**config.mk**
```make
export PLATFORM = sky130hd
export DESIGN_NAME = mul4_vector_div
export DESIGN_NICKNAME = d
export VERILOG_FILES = /design/src/rtl/mul4_vec_pkg.sv /design/src/rtl/mul4_div_step.sv /design/src/rtl/mul4_vector_div.sv
export SDC_FILE = /design/constraint.sdc
export NUM_CORES = 1
export LEC_CHECK = 0
export CORE_ASPECT_RATIO = 2
export CORE_MARGIN = 3
export CORE_UTILIZATION = 54
export DETAILED_ROUTE_END_ITERATION = 8
export PLACE_DENSITY = 0.9
export REMOVE_ABC_BUFFERS = 1
export SYNTH_ARGS = -nofsm -noshare
export SYNTH_HDL_FRONTEND = slang
export SYNTH_SLANG_ARGS = --single-unit
```
**constraint.sdc**
```tcl
create_clock -name clk -period 3.7 [get_ports clk]
set_input_delay 1.11 -clock clk [delete_from_list [all_inputs] [get_ports clk]]
set_output_delay 1.11 -clock clk [all_outputs]
set_load 0.02 [all_outputs]
```
**src/rtl/mul4_vec_pkg.sv**
```systemverilog
// mul4_vec_pkg: shared constants and state encoding for the mul4_vector
// divider slice.
//   LANES_DEF : default number of bit-sliced lanes (width of every plane)
//   STEP_W    : width of the restoring-division step counter
//   DVD_W / DVS_W / REM_W : per-lane dividend / divisor / partial-remainder widths
//   state_t   : controller states, encoded with the legacy localparam values
package mul4_vec_pkg;

    localparam int unsigned LANES_DEF = 16;
    localparam int unsigned STEP_W    = 2;
    localparam int unsigned DVD_W     = 4;
    localparam int unsigned DVS_W     = 2;
    localparam int unsigned REM_W     = 3;

    localparam logic [1:0] ST_IDLE = 2'd0;
    localparam logic [1:0] ST_CALC = 2'd1;
    localparam logic [1:0] ST_DONE = 2'd2;

    typedef enum logic [1:0] {
        IDLE = ST_IDLE,
        CALC = ST_CALC,
        DONE = ST_DONE
    } state_t;

endpackage

```
**src/rtl/mul4_div_step.sv**
```systemverilog
// mul4_div_step: one combinational restoring-division step across all lanes.
//   rem1, rem0   : current partial-remainder planes (low two bits)
//   dbit         : dividend bit plane brought down this step
//   b1, b0       : divisor planes
//   nrem1, nrem0 : partial-remainder planes after the step
//   qbit         : quotient bit plane produced by the step
// The trial value is 3 bits, but after a subtract it is always below the
// divisor (<= 2), so only the low two bits are carried between steps.
// Zero-divisor lanes lose bit 2 here, exactly as the {rem[1:0], d} shift
// would; their results are overridden by the controller anyway.
module mul4_div_step
    import mul4_vec_pkg::*;
#(
    parameter int unsigned LANES = LANES_DEF
) (
    input  logic [LANES-1:0] rem1,
    input  logic [LANES-1:0] rem0,
    input  logic [LANES-1:0] dbit,
    input  logic [LANES-1:0] b1,
    input  logic [LANES-1:0] b0,
    output logic [LANES-1:0] nrem1,
    output logic [LANES-1:0] nrem0,
    output logic [LANES-1:0] qbit
);

    logic [REM_W-1:0] sh;
    logic [REM_W-1:0] dv;
    logic [REM_W-1:0] t;

    always_comb begin
        nrem1 = '0;
        nrem0 = '0;
        qbit  = '0;
        sh    = '0;
        dv    = '0;
        t     = '0;
        for (int unsigned i = 0; i < LANES; i++) begin
            sh = {rem1[i], rem0[i], dbit[i]};
            dv = {1'b0, b1[i], b0[i]};
            if (sh >= dv) begin
                t       = sh - dv;
                qbit[i] = 1'b1;
            end else begin
                t       = sh;
                qbit[i] = 1'b0;
            end
            nrem1[i] = t[1];
            nrem0[i] = t[0];
        end
    end

endmodule

```
**src/rtl/mul4_vector_div.sv**
```systemverilog
// mul4_vector_div: bit-sliced sequential restoring divider (4-bit / 2-bit per
// lane), the inverse of the mul4_vector 2x2 multiply.
//   clk, rst_n            : clock, asynchronous active-low reset
//   in_valid / in_ready   : operand handshake (d3..d0 dividend, b1,b0 divisor)
//   out_valid / out_ready : result handshake (q3..q0 quotient, r1,r0 remainder)
//   dz                    : per-lane divide-by-zero flag (q=15, r=d[1:0])
//   chk_err               : only with MUL4_DIV_CHECK_EN defined; per-lane
//                           q*b+r==d / r<b self-check, valid with out_valid
// Operand accepted at edge k: CALC steps on edges k+1..k+4, the result
// registers load on edge k+5 (first DONE cycle) and out_valid rises there.
module mul4_vector_div
    import mul4_vec_pkg::*;
#(
    parameter int unsigned LANES = LANES_DEF
) (
    input  logic             clk,
    input  logic             rst_n,
    input  logic             in_valid,
    output logic             in_ready,
    input  logic [LANES-1:0] d3,
    input  logic [LANES-1:0] d2,
    input  logic [LANES-1:0] d1,
    input  logic [LANES-1:0] d0,
    input  logic [LANES-1:0] b1,
    input  logic [LANES-1:0] b0,
    output logic             out_valid,
    input  logic             out_ready,
    output logic [LANES-1:0] q3,
    output logic [LANES-1:0] q2,
    output logic [LANES-1:0] q1,
    output logic [LANES-1:0] q0,
    output logic [LANES-1:0] r1,
    output logic [LANES-1:0] r0,
    output logic [LANES-1:0] dz
`ifdef MUL4_DIV_CHECK_EN
    ,
    output logic [LANES-1:0] chk_err
`endif
);

    state_t              state;
    logic [STEP_W-1:0]   step;
    logic [LANES-1:0]    dr3, dr2, dr1, dr0;
    logic [LANES-1:0]    br1, br0;
    logic [LANES-1:0]    rm1, rm0;
    logic [LANES-1:0]    qr3, qr2, qr1, qr0;
    logic [LANES-1:0]    dbit, qbit, nrem1, nrem0, dzv;

    assign in_ready = (state == IDLE);
    assign dzv      = ~(br1 | br0);

    always_comb begin
        dbit = '0;
        case (step)
            2'd3:    dbit = dr3;
            2'd2:    dbit = dr2;
            2'd1:    dbit = dr1;
            default: dbit = dr0;
        endcase
    end

    mul4_div_step #(.LANES(LANES)) u_step (
        .rem1  (rm1),
        .rem0  (rm0),
        .dbit  (dbit),
        .b1    (br1),
        .b0    (br0),
        .nrem1 (nrem1),
        .nrem0 (nrem0),
        .qbit  (qbit)
    );

`ifdef MUL4_DIV_CHECK_EN
    logic [LANES-1:0]  chk_v;
    logic [DVD_W-1:0]  cq, cd;
    logic [DVS_W-1:0]  cb, cr;
    logic [5:0]        prod;

    always_comb begin
        chk_v = '0;
        cq    = '0;
        cd    = '0;
        cb    = '0;
        cr    = '0;
        prod  = '0;
        for (int unsigned i = 0; i < LANES; i++) begin
            cq   = {qr3[i], qr2[i], qr1[i], qr0[i]};
            cd   = {dr3[i], dr2[i], dr1[i], dr0[i]};
            cb   = {br1[i], br0[i]};
            cr   = {rm1[i], rm0[i]};
            prod = {2'b00, cq} * {4'b0000, cb} + {4'b0000, cr};
            chk_v[i] = !dzv[i] && ((prod != {2'b00, cd}) || (cr >= cb));
        end
    end
`endif

    always_ff @(posedge clk or negedge rst_n) begin
        if (!rst_n) begin
            state     <= IDLE;
            step      <= '0;
            {dr3, dr2, dr1, dr0} <= '0;
            {br1, br0} <= '0;
            {rm1, rm0} <= '0;
            {qr3, qr2, qr1, qr0} <= '0;
            out_valid <= 1'b0;
            {q3, q2, q1, q0} <= '0;
            {r1, r0}  <= '0;
            dz        <= '0;
`ifdef MUL4_DIV_CHECK_EN
            chk_err   <= '0;
`endif
        end else begin
            case (state)
                IDLE: begin
                    if (in_valid) begin
                        {dr3, dr2, dr1, dr0} <= {d3, d2, d1, d0};
                        {br1, br0} <= {b1, b0};
                        {rm1, rm0} <= '0;
                        {qr3, qr2, qr1, qr0} <= '0;
                        step  <= 2'd3;
                        state <= CALC;
                    end
                end
                CALC: begin
                    rm1 <= nrem1;
                    rm0 <= nrem0;
                    case (step)
                        2'd3:    qr3 <= qbit;
                        2'd2:    qr2 <= qbit;
                        2'd1:    qr1 <= qbit;
                        default: qr0 <= qbit;
                    endcase
                    step <= step - 1'b1;
                    if (step == 2'd0) state <= DONE;
                end
                DONE: begin
                    // First DONE cycle loads the result registers; out_ready
                    // is only honoured once out_valid is already high.
                    if (!out_valid) begin
                        out_valid <= 1'b1;
                        q3 <= qr3 | dzv;
                        q2 <= qr2 | dzv;
                        q1 <= qr1 | dzv;
                        q0 <= qr0 | dzv;
                        r1 <= (dzv & dr1) | (~dzv & rm1);
                        r0 <= (dzv & dr0) | (~dzv & rm0);
                        dz <= dzv;
`ifdef MUL4_DIV_CHECK_EN
                        chk_err <= chk_v;
`endif
                    end else if (out_ready) begin
                        out_valid <= 1'b0;
                        state     <= IDLE;
`ifdef MUL4_DIV_CHECK_EN
                        chk_err   <= '0;
`endif
                    end
                end
                default: state <= IDLE;
            endcase
        end
    end

endmodule

```
---- Word level (Yosys, flattened, before mapping) ----
Cells that the tools add are included.
word-level totals
  bits in registers ....................... 309
  input bits .............................. 100
  output and inout port bits .............. 114
  word-level logic and storage cells ...... 147
operators by class
  bitwise logic cells ..................... 14
  reduce and logical (&&, ||, !) cells .... 12
  $lt $le $gt $ge ......................... 16
  equality and inequality tests ........... 13
  muxes and demuxes ....................... 53
  $add $sub $neg .......................... 17
operators with widths
  operator             number
  $pmux 16 s2          6
  $or 16x16->16        7
  $mux 16              5
  $and 16x16->16       4
  $ge 3x2->1           16
  $pmux 16 s3          1
  $mux 2               21
  $not 16->16          2
  $sub 2x2->2          16
  $mux 1               18
  $reduce_and 3->1     4
  $ne 2x2->1 const B   5
  $eq 2x2->1 const B   3
  $ne 2x1->1 const B   3
  $pmux 2 s3           1
  $reduce_and 2->1     3
  $eq 2x1->1 const B   2
  $logic_not 2->1      2
  $pmux 2 s2           1
  $reduce_and 4->1     1
  $reduce_or 3->1      1
  $reduce_bool 2->1    1
  $sub 2x1->2 const B  1
  $not 1->1            1

---- Longest topological paths before layout ----
  word-level depth ........................ 6
  depth in mapped cells ................... 12
  mapped depth without buffers ............ 10

---- Hierarchy ----
Synthesis repeated with hierarchy kept, for this count alone.
second synthesis, totals
  cells, all modules ...................... 1,274
  area, all modules ....................... 13,793.2 µm²
modules (own cells, without submodules)
  module           cells each  sequential area each (µm²)  area each (µm²)  times used
  mul4_vector_div  1,066       7,732.4                     12,230.5         1
  mul4_div_step    208         0.0                         1,562.7          1

---- Least setup slack after synthesis ----
Ideal clock, no wire load.
  path kind ............................... register -> register
  from .................................... reg step[0]
  to ...................................... reg qr3[14]
  period minus slack after synthesis ...... 2.701 ns
  cell stages (with the launch flop) ...... 13
  required time ........................... 3.566 ns
  data arrival time ....................... 2.567 ns
  setup time .............................. 0.134 ns
  setup slack ............................. 0.999 ns
  path buffers ............................ 2
  cell sequence ........................... dfrtp_1 inv_1 ha_1 buf_2 clkbuf_1 a222oi_1 nand2_1 o21ai_0 ha_1 nand2b_1 a211oi_1 nand2b_1 o21ai_0
on the way
  word-level cells in the longest chain between the ends .. 6
  elaborated cells on any way between the ends .. 10
  those cells by class .................... order compare (1); eq/ne (4); mux (4); reduce/logical (1)
ends and longest elaborated chain
  item                                      line                    source
  start: declaration                        mul4_vector_div.sv:42   logic [STEP_W-1:0] step;
  start signal: assignment                  mul4_vector_div.sv:133  step <= step - 1'b1;
  $eq 2x1->1, or another cell as far along  mul4_vector_div.sv:54   case (step)
  $pmux 16 s3                               mul4_vector_div.sv:54
  $ge 3x2->1                                mul4_div_step.sv:40     if (sh >= dv) begin
  $mux 1                                    mul4_div_step.sv:40
  $mux 16                                   mul4_vector_div.sv:127  case (step)
  $pmux 16 s2                               mul4_vector_div.sv:113  case (state)
  end signal: assignment                    mul4_vector_div.sv:128  2'd3: qr3 <= qbit;
  end: declaration                          mul4_vector_div.sv:46   logic [LANES-1:0] qr3, qr2, qr1, qr0;
Parallel ways exist; a longest one is shown, timed or not. The select of a mux whose other input is x is not followed.
A chain may end at the register's enable or synchronous reset.

---- Worst setup path after layout ----
  from .................................... reg step[0]
  to ...................................... reg qr2[4]
on the way
  word-level cells in the longest chain between the ends .. 6
  elaborated cells on any way between the ends .. 10
  those cells by class .................... order compare (1); eq/ne (4); mux (4); reduce/logical (1)
ends and longest elaborated chain
  item                                      line                    source
  $eq 2x1->1, or another cell as far along  mul4_vector_div.sv:54
  $pmux 16 s3                               mul4_vector_div.sv:54
  $ge 3x2->1                                mul4_div_step.sv:40
  $mux 1                                    mul4_div_step.sv:40
  $mux 16                                   mul4_vector_div.sv:127
  $pmux 16 s2                               mul4_vector_div.sv:113
  end signal: assignment                    mul4_vector_div.sv:129  2'd2: qr2 <= qbit;
  end: declaration                          mul4_vector_div.sv:46
Parallel ways exist; a longest one is shown, timed or not. The select of a mux whose other input is x is not followed.

==> summary.txt <==
Status: complete, no violations
Critical Path Start Type: flop
DR iter-0 viols: 952
Share of synthesized registers carrying an async set or reset: 100%
CP Capture Type: flop
Die area: 0.0271 mm²
Most common cell after layout, fill and taps aside: nand2_1
CTS Root Cell: clkbuf_16
Distinct cells, synth: 31
Wirelength per Cell: 19.4 µm
Initial Utilization: 55.1%
Total number of H-tree levels: 1
Fmax: 310 MHz
Post-synth EDFFs: 0
Worst Hold Margin: 0.482 ns
NetSw: 7470 µW
YS warnings: 0
Post-DP HPWL: 25.4 mm
Core ar.: 0.0245 mm²
Routed Antenna Nets: 0
Initial antenna violation count: 4
CP arrival: 3.58 ns
Synth Flop Type: dfrtp_1
Final Hold Fails: 0
CTS tree: done
Unrepaired setup endpoints after global routing: false
CP max stage delay: 0.47 ns
Die H: 230 µm
Post-Synthesis Cells: 1393
Power Density: 1040 mW/mm²
Clk slew on worst S/H paths: 0.07 ns
Layout area overhead: 23.9%
First-pass GRT wire length: 59.8 mm
Clock share of power: 14.8%
Max layer used: met4
Largest net degree at the start of global routing: 111
Max clock buf depth: 3
TritonCTS Buffers: 25
Post-synthesis register bit count: 309
GRT overflow: 0
Max Cap Viol: 0
Commonest non-fill, non-tap cells in the layout: 336 x nand2_1, 309 x dfrtp_1, 212 x clkdlybuf4s50_1
CP max FO: 10
Vias: 11200
DRC Markers: 0
Setup Viol. Count Final: 0
Synthesized cell area: 0.0135 mm²
Tmin final: 3.22 ns
Mean area per synthesized cell: 9.70 µm²
Met2 wire length: 19.7 mm
Fillers: 1829
I/O pins: 214
Peak supply drop: 0.722 mV
Vias in the first global route: 11700
Met3 WL: 2.16 mm
Combinational Power Share: 49.3%
Post-layout nets: 1714
Setup TNS: 0 ns
Row count: 81
Slew Viols, Final: 0
P_int: 10000 µW
CP max stage cell: a211oi_1
Hold depth: 2
DR pass1 iterations: 7
Seq pwr share: 35.9%
Input/output buffers: 213
Leakage: 0.00758 µW
DR vias/cell: 5.80
# hold bufs at CTS: 0
Post_cts resized: 0
Detailed Route WL: 37.5 mm
Slew HR: 13.1%
DP Worst Slack: 0.546 ns
Setup bufs post-CTS: 0
Design area: 0.0167 mm²
Hold Crit Class: flop to flop
Worst-Margin Slew: 1.30 ns
Latest clock arrival within the worst-skew pair: 0.53 ns
Multi-input gate area: 0.00535 mm²
Die span in x: 118 µm
Clk_skew: 0.00742 ns
Gpl congestion: 0.860
Final WS setup: 0.477 ns
CP Data Required Time: 4.06 ns
Fin crit share: 87.1%
Post-synthesis sequential area ratio: 57.2%
Worst path cell trace: inv_1 > ha_1 > buf_4 > a222oi_1 > nand2_1 > o21ai_0 > ha_1 > nand2b_1 > a211oi_1 > nand2b_1 > o21ai_0
Switching Share: 42.8%
Met1 Routed Length: 13.3 mm
Layout cells sized above 1: 5.46%
Area after DPL: 0.0160 mm²
Seq. cell area: 0.00773 mm²
Worst r2r path cells: 11
GRT Util Overall: 27.5%
Worst setup path class: flop to flop
Final Power: 17500 µW
Clock sink total: 309
## through the flow
stage          util [%]  cells
2_1_floorplan         -   1316
3_3_place_gp       65.1   1882
3_5_place_dp       65.1   1882
4_1_cts            68.2   1926
5_1_grt            68.3   1930
6_report           68.3   1931
## layout make-up
cell class,count,area share (%)
Timing Repair Buffer,234,14.3
Clock inverter,3,0.0897
Inverter,19,0.426
Clock buffer,41,4.51
Multi-Input combinational cell,988,31.9
Tap cell,332,2.48
Sequential cell,309,46.2
Antenna cell,5,0.0747
## final timing paths
path                              start       to  slack [ns]
worst max register to register  step[0]   qr2[4]        0.48
worst max-delay path            step[0]   qr2[4]        0.48
worst min register to register  dr3[13]  dr3[13]        0.48
worst min-delay path            dr3[13]  dr3[13]        0.48
max in group asynchronous         rst_n   qr0[3]        2.26
min in group asynchronous         rst_n   r0[13]        0.57
## critical path: cells and delay by family, from the launching register on
kind | cells | cell delay (ns)
buf+inv | 2 | 0.38
flops | 1 | 0.41
simple gates | 3 | 0.51
fa+ha+maj | 2 | 0.64
compound gates | 4 | 1.10
## cell families (layout without fill, tap and decap cells)
logic type	count (synthesis)	after routing	share of synthesized area (%)
multiplexers	64	64	4.89
AND/OR/NAND/NOR	588	588	17.5
adder cells (fa/ha/maj)	37	37	3.43
buffers and inverters	96	297	3.32
AO/OA/AOI/OAI	283	283	12.6
other	0	5	0
flip-flops	309	309	57.2
XOR/XNOR	16	16	1.04
## per-layer routing
metal	GRT usage (%)	vias up
li1	-	5080
met1	31.5	5449
met2	48.6	528
met3	3.30	152
met4	17.1	0
met5	0	-
## power groups by stage
stage,combinational (µW),sequential (µW),clock [µW]
floorplan,4670,6660,0
global placement,8120,6190,0
detailed placement,8550,6260,0
CTS,8610,6230,2600
global route,9430,6430,2730
finish,8620,6270,2580
## cell usage after synthesis, types with 2 or more instances
library cell,n,share of area (%)
o2111ai_1,16,1.0
nor2_1,180,5.0
a21oi_4,3,0.36
buf_2,31,1.1
o311ai_0,8,0.52
nand2b_1,34,1.6
buf_6,2,0.17
a21o_1,2,0.11
ha_1,37,3.4
clkbuf_1,26,0.72
nand2_1,337,9.4
a211oi_1,16,0.89
mux2i_1,48,3.6
xnor2_1,16,1.0
o311ai_1,8,0.52
mux2_2,16,1.3
dfrtp_1,309,57
a21oi_1,98,3.6
o21ai_0,76,2.8
buf_4,9,0.50
buf_1,9,0.25
inv_1,19,0.53
o21ai_1,39,1.4
a222oi_1,16,1.2
nand3_1,32,1.2
Power figures use the tool's default switching activity.
